==> src/rtl/sv_latch_share_arbiter.sv <==
// Round-robin owner of one shared external data latch: captures the winner's data
// for one cycle, holds ownership for HOLD_CYCLES, and services a global clear.
module sv_latch_share_arbiter #(
    parameter int NUM_REQ     = 4,
    parameter int WIDTH       = 8,
    parameter int HOLD_CYCLES = 4
) (
    input  logic                         clk,
    input  logic                         reset,
    input  logic                         clear,
    input  logic [NUM_REQ-1:0]           req,
    input  logic [NUM_REQ*WIDTH-1:0]     req_data,
    output logic [NUM_REQ-1:0]           grant,
    output logic [NUM_REQ-1:0]           ack,
    output logic                         latch_en,
    output logic                         latch_clr,
    output logic [WIDTH-1:0]             latch_din,
    output logic [$clog2(NUM_REQ)-1:0]   owner,
    output logic                         owner_valid,
    output logic                         busy
);
    localparam int IDW = $clog2(NUM_REQ);
    localparam int CW  = $clog2(HOLD_CYCLES + 1);

    typedef enum logic [1:0] {S_IDLE, S_CAPTURE, S_HOLD, S_CLEAR} state_t;

    state_t         state;
    logic [IDW-1:0] ptr;
    logic [CW-1:0]  hold_cnt;
    logic [IDW-1:0] win;
    logic [IDW-1:0] idx;
    logic           found;

    // Scan from ptr upward, wrapping, and take the first active request.
    always_comb begin
        win   = ptr;
        idx   = '0;
        found = 1'b0;
        for (int k = 0; k < NUM_REQ; k++) begin
            idx = IDW'((int'(ptr) + k) % NUM_REQ);
            if (!found && req[idx]) begin
                win   = idx;
                found = 1'b1;
            end
        end
    end

    always_ff @(posedge clk or posedge reset) begin
        if (reset) begin
            state       <= S_IDLE;
            ptr         <= '0;
            hold_cnt    <= '0;
            grant       <= '0;
            ack         <= '0;
            latch_en    <= 1'b0;
            latch_clr   <= 1'b0;
            latch_din   <= '0;
            owner       <= '0;
            owner_valid <= 1'b0;
            busy        <= 1'b0;
        end else begin
            ack       <= '0;
            latch_en  <= 1'b0;
            latch_clr <= 1'b0;
            case (state)
                S_IDLE: begin
                    if (clear) begin
                        state       <= S_CLEAR;
                        latch_clr   <= 1'b1;
                        grant       <= '0;
                        owner_valid <= 1'b0;
                        busy        <= 1'b1;
                    end else if (|req) begin
                        state     <= S_CAPTURE;
                        grant     <= NUM_REQ'(1) << win;
                        latch_din <= req_data[int'(win)*WIDTH +: WIDTH];
                        latch_en  <= 1'b1;
                        owner     <= win;
                        ptr       <= IDW'((int'(win) + 1) % NUM_REQ);
                        busy      <= 1'b1;
                    end
                end
                S_CAPTURE: begin
                    if (clear) begin
                        state       <= S_CLEAR;
                        latch_clr   <= 1'b1;
                        grant       <= '0;
                        owner_valid <= 1'b0;
                    end else begin
                        state       <= S_HOLD;
                        ack         <= grant;
                        owner_valid <= 1'b1;
                        hold_cnt    <= '0;
                    end
                end
                S_HOLD: begin
                    // Ownership lasts the full hold window regardless of req.
                    if (clear) begin
                        state       <= S_CLEAR;
                        latch_clr   <= 1'b1;
                        grant       <= '0;
                        owner_valid <= 1'b0;
                    end else if (hold_cnt == CW'(HOLD_CYCLES - 1)) begin
                        state <= S_IDLE;
                        grant <= '0;
                        busy  <= 1'b0;
                    end else begin
                        hold_cnt <= hold_cnt + 1'b1;
                    end
                end
                S_CLEAR: begin
                    state <= S_IDLE;
                    busy  <= 1'b0;
                end
                default: begin
                    state <= S_IDLE;
                    grant <= '0;
                    busy  <= 1'b0;
                end
            endcase
        end
    end
endmodule

==> config.mk <==
export PLATFORM = sky130hd
export DESIGN_NAME = sv_latch_share_arbiter
export DESIGN_NICKNAME = d
export VERILOG_FILES = /design/src/rtl/sv_latch_share_arbiter.sv
export SDC_FILE = /design/constraint.sdc
export NUM_CORES = 1
export LEC_CHECK = 0
export BUFFER_PORTS_ARGS = -buffer_cell sky130_fd_sc_hd__buf_2
export CELL_PAD_IN_SITES_DETAIL_PLACEMENT = 2
export CELL_PAD_IN_SITES_GLOBAL_PLACEMENT = 2
export CORE_MARGIN = 2
export CORE_UTILIZATION = 32
export CTS_CLUSTER_DIAMETER = 30
export DETAILED_ROUTE_END_ITERATION = 10
export GPL_TIMING_DRIVEN = 0
export PLACE_DENSITY = 0.87
export SETUP_SLACK_MARGIN = 0.05
export SLEW_MARGIN = 20
export SYNTH_ARGS = -nofsm -noshare
export SYNTH_HDL_FRONTEND = slang
export SYNTH_SLANG_ARGS = --single-unit
export TNS_END_PERCENT = 100
==> constraint.sdc <==
create_clock -name clk -period 3.15 [get_ports clk]
set_input_delay 0.7875 -clock clk [delete_from_list [all_inputs] [get_ports clk]]
set_output_delay 0.7875 -clock clk [all_outputs]
set_load 0.05 [all_outputs]
==> results of run 1 <==
-- cells in the mapped netlist (all sizes together) (2+ instances only) --
cell and count:
nand2 8, a21o 2, mux2i 8, dfrtp 29
o31ai 3, and2 5, a32o 3, a21oi 4
clkbuf 2, buf 6, or2 2, o21ai 18
a21boi 10, ha 9, o221ai 8, a22o 6
nor2 8, nor2b 4, nor3 2, a31o 8
nand2b 2, inv 7
-- worst max path at each step --
stage,end,slack [ps],startpoint
final,latch_din[7]$_DFFE_PP0P_,910,req[2]
after global routing,latch_din[5]$_DFFE_PP0P_,750,req[2]
after CTS,latch_din[7]$_DFFE_PP0P_,890,req[2]
after detailed placement,latch_din[7]$_DFFE_PP0P_,580,req[2]
after global placement,latch_din[7]$_DFFE_PP0P_,610,req[2]
after floorplan,latch_din[0]$_DFFE_PP0P_,1030,req[0]
-- placed cells by master (no fill, tap or decap), types with 2 or more instances in the layout --
| master | netlist | routed |
|---|---|---|
| nand2b_1 | 2 | 2 |
| inv_2 | 1 | 2 |
| o221ai_1 | 8 | 8 |
| a31o_1 | 8 | 8 |
| o21ai_1 | 14 | 14 |
| inv_1 | 6 | 5 |
| and2_1 | 5 | 5 |
| a21o_1 | 2 | 2 |
| clkbuf_8 | 0 | 6 |
| buf_2 | 3 | 63 |
| buf_6 | 2 | 2 |
| a21boi_1 | 8 | 8 |
| o31ai_1 | 2 | 2 |
| nor2_1 | 8 | 8 |
| nand2_1 | 7 | 7 |
| a22o_1 | 6 | 6 |
| a32o_1 | 3 | 3 |
| clkbuf_1 | 2 | 3 |
| nor3_1 | 2 | 2 |
| nor2b_1 | 4 | 4 |
| o21ai_0 | 4 | 4 |
| mux2i_1 | 8 | 8 |
| a21boi_0 | 2 | 2 |
| a21oi_1 | 4 | 4 |
| dfrtp_1 | 29 | 29 |
| ha_1 | 9 | 9 |
-- area by class of cell --
class | instances | area (um^2) | area share (%)
sequential | 29 | 725.7 | 32.42
multi-input combinational | 123 | 929.6 | 41.53
clock inverter | 1 | 30.03 | 1.342
tap | 70 | 87.58 | 3.913
timing repair buffer | 60 | 300.3 | 13.42
inverter | 7 | 26.28 | 1.174
buffer | 8 | 52.55 | 2.348
clock buffer | 7 | 86.33 | 3.857
-- registers in the layout (all words and copies together), names as in the netlist --
signal,count
owner,2
ptr,2
hold_cnt,3
busy,1
latch_en,1
ack,4
grant,4
latch_clr,1
latch_din,8
owner_valid,1
state,2
-- cell families (layout without fill, tap and decap cells) --
group                      Yosys count  in the layout  share of synthesized area [%]
AOI/OAI and AO/OA                   68             68                          29.08
adders and majority gates            9              9                          6.494
buffers and inverters               15             83                          4.545
DFF                                 29             29                          41.85
muxes                                9              9                          5.267
and+or+nand+nor                     37             37                          12.77
-- per-layer routing --
layer	track usage [%]	part of all wire, %	vias up
met5	0	0	-
met4	5.536	1.1	0
met3	5.581	6.2	6
met2	33.10	51	52
met1	20.86	42	781
li1	-	-	764
-- through the flow --
step                power [mW]  setup WS, ps  hold slack, ps  util (%)  std cells
floorplan                1.599          1027           491.8         -        167
detailed placement       1.941         584.9           468.8     41.03        297
finish                   2.326         905.8           485.6     43.28        305
global route             2.497         747.2           542.9     43.28        305
CTS                      2.367         886.8           494.2     43.28        305
global placement         1.887         613.0           473.3     41.03        297
-- power groups by stage --
stage / Clock [mW] / Sequential, mW / Combinational [mW]
final: 0.407 / 0.635 / 1.28
after global routing: 0.438 / 0.659 / 1.40
after CTS: 0.419 / 0.638 / 1.31
after detailed placement: 0 / 0.644 / 1.30
after global placement: 0 / 0.635 / 1.25
after floorplan: 0 / 0.988 / 0.612
-- critical path: stages --
cell and delay [ps]:
buf_2 140, nor2b_1 160, o21ai_1 540, buf_2 380, nand2_8 120, mux2i_1 200, o21ai_1 80
==> metrics.md, run 1 <==
| Metric | Value |
|---|---|
| Worst Path Arrival | 2410 ps |
| Drt initial violations | 46 |
| # port buffers | 60 |
| Via density | 5.256 |
| Syn avg cell area | 10.38 um^2 |
| Hold Path Stages | 1 |
| Leak pwr | 1.109 nW |
| Tmin final | 2244 ps |
| Initial antenna violation count | 0 |
| Nets | 282 |
| CTS Hold Buffers Added | 0 |
| Reg power frac | 27.3% |
| Setup Skew | 9.292 ps |
| Crit Path Max Fanout | 10 |
| CTS resizes | 0 |
| Area Growth Syn to Fin | 29.08% |
| Core ar. | 0.005172 mm^2 |
| Number of clock sinks | 29 |
| Routability cong. | 0.7553 |
| Antenna diode count | 0 |
| Pin count of the biggest net entering global routing | 30 |
| Area share of the largest cell type after synthesis | 41.85% |
| Synth top area cells | dfrtp_1, ha_1, mux2i_1, a31o_1, o21ai_1 |
| Post-Syn Instances | 167 |
| Synthesized net count | 215 |
| Run status | complete, no violations |
| RSZ-0062 raised after global routing | false |
| Drt pass-1 iters | 4 |
| Setup tns final | 0 ps |
| Worst setup EP type | flip-flop |
| DRC errors left | 0 |
| Register-to-Register Path Depth | 6 |
| Comb pwr share | 55.2% |
| Share of post-route cells with drive strength above 1 | 34.89% |
| Worst Hold Path EP | owner[0]$_DFFE_PP0P_ |
| Placed wire-length estimate | 4026 um |
| Global-route wire length before repair | 8742 um |
| Final Hold Vio Count | 0 |
| Post-route ant nets | 0 |
| Count of different cell masters after synthesis | 43 |
| Synth Warn # | 0 |
| Flop-to-flop setup slack | 990 ps |
| Async SR Flop Fraction | 100.0% |
| Post-synthesis sequential area ratio | 41.85% |
| Req. time, crit path | 3320 ps |
| Total track usage | 18.44% |
| Initial core utilization | 33.53% |
| Max-slew violations | 0 |
| Most common flop cell mapped by yosys | dfrtp_1 |
| Vias in the first global route | 1794 |
| Slew @ Worst Pin | 657.6 ps |
| WL/cell | 16.87 um |
| Drt total wl | 5145 um |
| Max-cap violations | 0 |
| Fmax | 445.6 MHz |
| Final Setup Violations | 0 |
| Hold Startpoint | owner[0]$_DFFE_PP0P_ |
| GRT overflow | 0 |
| Clk Latency, worst-skew pair | 290 ps |
| Worst-path clk slew | 70 ps |
| Kind of critical path | in2reg |
| H-tree Lvls | 2 |
| DR vias | 1603 |
| Cts bufs inserted | 5 |
| Setup Fix Bufs, Post-CTS | 0 |
| Clock tree root driver cell | clkbuf_8 |
| CTS max path bufs | 2 |
| R2r startpoint | state[0]$_DFFE_PP0P_ |
| Area after DPL | 0.002122 mm^2 |
| TritonCTS clock tree | yes |
| Flop and latch count out of synthesis | 29 |
| Peak supply drop | 0.4060 mV |
| Top Ports | 61 |
| Final period util | 71.25% |
| Number of flops mapped to enable cells by yosys | 0 |
| Final Instance Area | 0.002238 mm^2 |
| Reg2Reg Capture Point | grant[0]$_DFFE_PP0P_ |
| Slew margin rel. | 55.86% |
| P per Cell Area | 1039 mW/mm^2 |
| P_int | 1.202 mW |
| Clock share of power | 17.5% |
| Worst setup SP type | input port |
| Die ar. | 0.006024 mm^2 |
| Fill cells | 568 |
| Mapped cell area | 0.001734 mm^2 |
| Switching Fraction | 48.35% |
| Die width | 77.62 um |
| Row cnt | 26 |
| Height of the die | 77.62 um |
| Hold Crit Class | reg2reg |
| Largest area contributor in the netlist | dfrtp_1 |
| Sw power | 1.125 mW |
No activity file was read; power rests on OpenSTA's default activity.
==> inputs of run 2 (changes only) <==
--- a/config.mk
+++ b/config.mk
@@ -9,11 +9,11 @@
 export CELL_PAD_IN_SITES_DETAIL_PLACEMENT = 2
 export CELL_PAD_IN_SITES_GLOBAL_PLACEMENT = 2
 export CORE_MARGIN = 2
-export CORE_UTILIZATION = 32
+export CORE_UTILIZATION = 30
 export CTS_CLUSTER_DIAMETER = 30
 export DETAILED_ROUTE_END_ITERATION = 10
 export GPL_TIMING_DRIVEN = 0
-export PLACE_DENSITY = 0.87
+export PLACE_DENSITY = 0.83
 export SETUP_SLACK_MARGIN = 0.05
 export SLEW_MARGIN = 20
 export SYNTH_ARGS = -nofsm -noshare
==> constraint.sdc (replaced) <==
create_clock -name clk -period 2.32 [get_ports clk]
set_input_delay 0.58 -clock clk [delete_from_list [all_inputs] [get_ports clk]]
set_output_delay 0.58 -clock clk [all_outputs]
set_load 0.05 [all_outputs]
==> run 2 against run 1 <==
Hold slack got worse by 120 ps. Cell area fell by 0.78%. Global-route usage fell by 0.72 points. Clock power up 3%. Count of clock-buffer cells in the layout down 2. Critical endpoint is now grant[2]$_DFFE_PP0P_. Critical path type is now reg2reg. Sequential share of layout area rose by 0.26 points.
==> metrics.md, run 2 (same netlist as run 1, synthesis figures left out) <==
| Metric | Value |
|---|---|
| Tmin final | 2024 ps |
| Pin count of the biggest net entering global routing | 30 (unchanged) |
| Most common cell after layout, fill and taps aside | buf_2 |
| Biggest regs | latch_din: 8 flops, ack: 4 flops, grant: 4 flops |
| Final period util | 87.23% |
| CP max stage delay | 510 ps (-30 ps) |
| Final Hold Vio Count | 0 (unchanged) |
| Global-route wire length before repair | 8618 um (-1.4%) |
| Clock tree root driver cell | clkbuf_8 |
| Reg with most FFs | latch_din |
| Drt pass-1 iters | 4 (unchanged) |
| DRC errors left | 0 (unchanged) |
| Height of the die | 80.03 um (+3.1%) |
| Worst setup EP type | flip-flop |
| Final Setup Violations | 0 (unchanged) |
| Crit Path Max Fanout | 9 (-1) |
| Worst Path Arrival | 2200 ps (-210 ps) |
| Clk Latency, worst-skew pair | 290 ps (about the same) |
| Worst hold margin | 370.4 ps (-115.2 ps) |
| TritonCTS clock tree | yes |
| CTS Hold Buffers Added | 0 (unchanged) |
| Slew @ Worst Pin | 643.6 ps (-14.00 ps) |
| CP Buf/Inv Count | 2 (unchanged) |
| Nets | 282 (unchanged) |
| Share of post-route cells with drive strength above 1 | 36.17% (+1.3 points) |
| R2r startpoint | state[0]$_DFFE_PP0P_ |
| Placed wire-length estimate | 4079 um (+1.3%) |
| WL/cell | 17.07 um (+1.2%) |
| Fin util | 40.09% (-3.2 points) |
| P per Cell Area | 1374 mW/mm^2 (+32%) |
| Initial core utilization | 31.30% (-2.2 points) |
| Most frequent cells in the layout | buf_2, dfrtp_1, o21ai_1 |
| CP Cell Sequence | inv_1 -> ha_1 -> clkbuf_1 -> a21o_1 -> a211o_1 -> a22o_1 |
| Worst setup SP type | flip-flop |
| Top Ports | 61 (unchanged) |
| CTS max path bufs | 2 (unchanged) |
| Routability cong. | 0.7710 (+2.1%) |
| Stages on worst setup path | 6 (-1) |
| Max-slew violations | 0 (unchanged) |
| Req. time, crit path | 2500 ps (-820 ps) |
| Leak pwr | 1.097 nW (-1.2%) |
| Dpl cells | 299 (+0.67%) |
| Register-to-Register Path Depth | 6 (unchanged) |
| Drt total wl | 5242 um (+1.9%) |
| Area Growth Syn to Fin | 28.07% |
| Slowest-stage cell, CP | dfrtp_1 |
| H-tree Lvls | 2 (unchanged) |
| DR vias | 1591 (-0.75%) |
| Fmax | 494.1 MHz |
| GRT overflow | 0 (unchanged) |
| Area of the multi-input gates | 939.7 um^2 (+1.1%) |
| Critical Path Start | state[0]$_DFFE_PP0P_ |
| FF/Latch Area | 725.7 um^2 (unchanged) |
| Setup Fix Bufs, Post-CTS | 0 (unchanged) |
| # port buffers | 60 (unchanged) |
| Max reg flops | 8 (unchanged) |
| Drt initial violations | 39 (-15%) |
| Kind of critical path | reg2reg |
| Die width | 80.03 um (+3.1%) |
| Vias in the first global route | 1813 (+1.1%) |
| Cts bufs inserted | 5 (unchanged) |
| Peak supply drop | 0.4938 mV (+22%) |
| Slew margin rel. | 57.03% (+1.2 points) |
| Initial antenna violation count | 0 (unchanged) |
| Row cnt | 27 (+3.8%) |
| Family with the most delay on the worst path | compound AO/OA/AOI/OAI gates |
| Total track usage | 17.73% (-0.72 points) |
| Fill cells | 630 (+11%) |
| Core ar. | 0.005540 mm^2 (+7.1%) |
| Post-route ant nets | 0 (unchanged) |
| RSZ-0062 raised after global routing | false |
| Die ar. | 0.006405 mm^2 (+6.3%) |
| Finished Layout Cells | 307 (+0.66%) |
| Setup Skew | 4.750 ps (-4.543 ps) |
| Number of clock sinks | 29 (unchanged) |
| Run status | complete, no violations |
| Antenna diode count | 0 (unchanged) |
| Max-cap violations | 0 (unchanged) |
| Via density | 5.182 (-1.4%) |
| Hold Crit Class | in2async |
| Worst-path clk slew | 70 ps (about the same) |
run 2: stage by stage:
stage / area (um^2) / power [mW] / setup slack, ps / TNS (ps)
detailed placement: 2125 / 2.652 / -78.93 / -179.3
floorplan: 1734 / 2.172 / 404.9 / 0
global placement: 2125 / 2.570 / -19.61 / -35.49
finish: 2221 / 3.052 / 296.3 / 0
CTS: 2211 / 3.089 / 160.8 / 0
global route: 2221 / 3.285 / 151.7 / 0
run 2: power by group:
| part | switching (mW) | internal (mW) | total, mW |
|---|---|---|---|
| sequential | 0.158 | 0.708 | 0.866 |
| clock | 0.213 | 0.207 | 0.420 |
| combinational | 1.19 | 0.578 | 1.77 |
| total | 1.56 | 1.49 | 3.05 |
run 2: cell type report:
type / instances / share of cell area [%]
clock buffers: 5 / 3.099
plain buffers: 8 / 2.366
multi-input cells: 123 / 42.31
inverters: 7 / 1.183
clock inverters: 3 / 0.7887
well taps: 72 / 4.056
repair buffers: 60 / 13.52
flip-flops and latches: 29 / 32.68
run 2: metal layers:
layer | global-route usage [%] | part of all wire (%)
met4 | 5.424 | 1.2
met2 | 31.67 | 51
met1 | 20.14 | 42
met5 | 0 | 0
met3 | 5.317 | 5.7
run 2: worst paths after layout:
path                                           endpoint  slack, ps
worst max register to register     grant[2]$_DFFE_PP0P_        300
worst max-delay path               grant[2]$_DFFE_PP0P_        300
max in group asynchronous       hold_cnt[2]$_DFFE_PP0P_       1530
min in group clk                   owner[0]$_DFFE_PP0P_        490
worst min-delay path                 latch_en$_DFF_PP0_        370
worst min register to register     owner[0]$_DFFE_PP0P_        490
run 2: timing repair:
item / in CTS / in global routing
setup endpoints to repair: 0 / 2
resized for setup: 0 / 2
endpoints found under the hold margin: 0 / 0
==> inputs of run 3 (changes only) <==
--- a/config.mk
+++ b/config.mk
@@ -9,11 +9,13 @@
 export CELL_PAD_IN_SITES_DETAIL_PLACEMENT = 2
 export CELL_PAD_IN_SITES_GLOBAL_PLACEMENT = 2
 export CORE_MARGIN = 2
-export CORE_UTILIZATION = 30
+export CORE_UTILIZATION = 31
+export CTS_BUF_LIST = sky130_fd_sc_hd__clkbuf_4
 export CTS_CLUSTER_DIAMETER = 30
+export CTS_CLUSTER_SIZE = 12
 export DETAILED_ROUTE_END_ITERATION = 10
 export GPL_TIMING_DRIVEN = 0
-export PLACE_DENSITY = 0.83
+export PLACE_DENSITY = 0.85
 export SETUP_SLACK_MARGIN = 0.05
 export SLEW_MARGIN = 20
 export SYNTH_ARGS = -nofsm -noshare
==> run 3 against run 2 <==
Sequential share of layout area increased by 0.60 points. Die area decreased by 3.1%. Clock skew up 7.4 ps. Cell area down 1.8%. Clock power is 29% lower. Hold slack got worse by 47 ps. First-iteration DRC count down 2.6%. Maximum frequency barely moved. Critical endpoint is now latch_din[0]$_DFFE_PP0P_.
==> metrics.md, run 3 (same netlist as run 1, synthesis figures left out) <==
| Metric | Value |
|---|---|
| Number of clock sinks | 29 (unchanged) |
| Slew @ Worst Pin | 661.6 ps (+17.96 ps) |
| Crit Path Max Fanout | 10 (+1) |
| Setup Skew | 12.17 ps (+7.419 ps) |
| Vias in the first global route | 1760 (-2.9%) |
| Core ar. | 0.005439 mm^2 (-1.8%) |
| Die ar. | 0.006209 mm^2 (-3.1%) |
| Worst-path clk slew | 100 ps (+30 ps) |
| Slew margin rel. | 55.60% (-1.4 points) |
| Die width | 78.80 um (-1.5%) |
| # port buffers | 60 (unchanged) |
| P per Cell Area | 1333 mW/mm^2 (-3.0%) |
| Row cnt | 27 (unchanged) |
| Total track usage | 18.03% (+0.30 points) |
| Routability cong. | 0.7812 (+1.3%) |
| Fmax | 493.8 MHz (about the same) |
| Cts bufs inserted | 5 (unchanged) |
| Run status | complete, no violations |
| Kind of critical path | reg2reg |
| Tmin final | 2025 ps (+1.417 ps) |
| Worst slack at placement | -53.93 ps (+25.01 ps) |
| Global-route wire length before repair | 8728 um (+1.3%) |
| Clk Latency, worst-skew pair | 340 ps (+50 ps) |
| Post-route ant nets | 0 (unchanged) |
| Clock tree root driver cell | clkbuf_4 |
| Max reg flops | 8 (unchanged) |
| Setup tns final | 0 ps (unchanged) |
| TritonCTS clock tree | yes |
| Worst Path Arrival | 2240 ps (+40 ps) |
| Final period util | 87.29% (about the same) |
| Setup Fix Bufs, Post-CTS | 0 (unchanged) |
| DRC errors left | 0 (unchanged) |
| Worst hold margin | 323.4 ps (-47.04 ps) |
| GRT overflow | 0 (unchanged) |
| Antenna diode count | 0 (unchanged) |
| Most common cell after layout, fill and taps aside | buf_2 |
| Via density | 5.186 (about the same) |
| RSZ-0062 raised after global routing | false |
| Share of post-route cells with drive strength above 1 | 34.89% (-1.3 points) |
| Fin util | 40.10% (about the same) |
| DR vias | 1592 (+0.063%) |
| WL/cell | 16.77 um (-1.8%) |
| Drt total wl | 5147 um (-1.8%) |
| Max-cap violations | 0 (unchanged) |
| Initial antenna violation count | 0 (unchanged) |
| Drt pass-1 iters | 2 (-2) |
| Reg with most FFs | latch_din |
| Nets | 282 (unchanged) |
| Drt initial violations | 38 (-2.6%) |
| Req. time, crit path | 2540 ps (+40 ps) |
| Final worst slack | 294.9 ps (-1.417 ps) |
| CTS max path bufs | 2 (unchanged) |
| Initial core utilization | 31.88% (+0.58 points) |
| H-tree Lvls | 2 (unchanged) |
| Fill cells | 642 (+1.9%) |
| Hold Crit Class | in2async |
| Worst setup EP type | flip-flop |
| Top Ports | 61 (unchanged) |
| Tot Pwr | 2.906 mW (-4.8%) |
| Most frequent cells in the layout | buf_2, dfrtp_1, o21ai_1 |
| Biggest regs | latch_din: 8 flops, ack: 4 flops, grant: 4 flops |
| Placed wire-length estimate | 3923 um (-3.8%) |
| Pin count of the biggest net entering global routing | 30 (unchanged) |
| Max-slew violations | 0 (unchanged) |
| Final Hold Vio Count | 0 (unchanged) |
| Leak pwr | 1.082 nW (-1.4%) |
| Peak supply drop | 0.5106 mV (+3.4%) |
| Final Setup Violations | 0 (unchanged) |
| Height of the die | 78.80 um (-1.5%) |
| Worst setup SP type | flip-flop |
| Area Growth Syn to Fin | 25.76% |
## run 3: cell count changes in the layout (fill, tap and decap cells not counted)
cell        change
clkbuf_4        +5
clkbuf_8        -5
clkinv_1        +2
clkinv_2        -1
clkinvlp_4      -1
o21ai_1         +1
o21ai_2         -1
## run 3: path summary, 6_finish.rpt
path / endpoint / from / cells past startpoint / slack, ps
max in group asynchronous: ack[1]$_DFF_PP0_ / reset / 2 / 1570
hold reg to reg: owner[0]$_DFFE_PP0P_ / owner[0]$_DFFE_PP0P_ / 1 / 500
min in group clk: owner[0]$_DFFE_PP0P_ / owner[0]$_DFFE_PP0P_ / 1 / 500
setup reg to reg: latch_din[0]$_DFFE_PP0P_ / ptr[0]$_DFFE_PP0P_ / 6 / 290
hold / removal: latch_en$_DFF_PP0_ / reset / 2 / 320
setup / recovery: latch_din[0]$_DFFE_PP0P_ / ptr[0]$_DFFE_PP0P_ / 6 / 290
## run 3: routing by layer
layer / vias to the layer above / share of wire (%) / global-route usage [%] / routed length, um
met2: 52 / 48 / 30.34 / 2488
li1: 760 / - / - / -
met1: 775 / 44 / 22.33 / 2263
met5: - / 0 / 0 / 0
met4: 0 / 1.1 / 4.737 / 56
met3: 5 / 6.6 / 5.682 / 339
## run 3: metrics by stage
stage / cells / cell area, um^2
6_report: 307 / 2181
5_1_grt: 307 / 2181
4_1_cts: 307 / 2175
3_5_place_dp: 299 / 2125
3_3_place_gp: 299 / 2125
2_1_floorplan: 167 / 1734
## run 3: area by class of cell
cell class | instances | area [um^2] | area share [%]
plain buffers | 8 | 52.55 | 2.410
multi-input cells | 123 | 935.9 | 42.91
clock inverters | 3 | 12.51 | 0.5737
clock buffers | 5 | 37.54 | 1.721
well taps | 72 | 90.09 | 4.131
repair buffers | 60 | 300.3 | 13.77
flip-flops and latches | 29 | 725.7 | 33.28
inverters | 7 | 26.28 | 1.205
## run 3: power breakdown
| group | internal (mW) | total (mW) | switching (mW) |
|---|---|---|---|
| clock | 0.109 | 0.297 | 0.188 |
| sequential | 0.706 | 0.860 | 0.153 |
| combinational | 0.575 | 1.75 | 1.17 |
| total | 1.39 | 2.91 | 1.52 |
## run 3: critical path, stage by stage (launching register included)
cell and delay [ps]:
dfrtp_1 450, nor2b_1 110, o21ai_1 540, buf_2 390, nand2_8 130, mux2i_1 200
o21ai_1 80
## run 3: what timing repair did
action	4_1_cts	5_1_grt
gates resized for setup	0	1
hold endpoints to repair	0	0
hold buffers	0	0
endpoints found under the setup margin	0	4
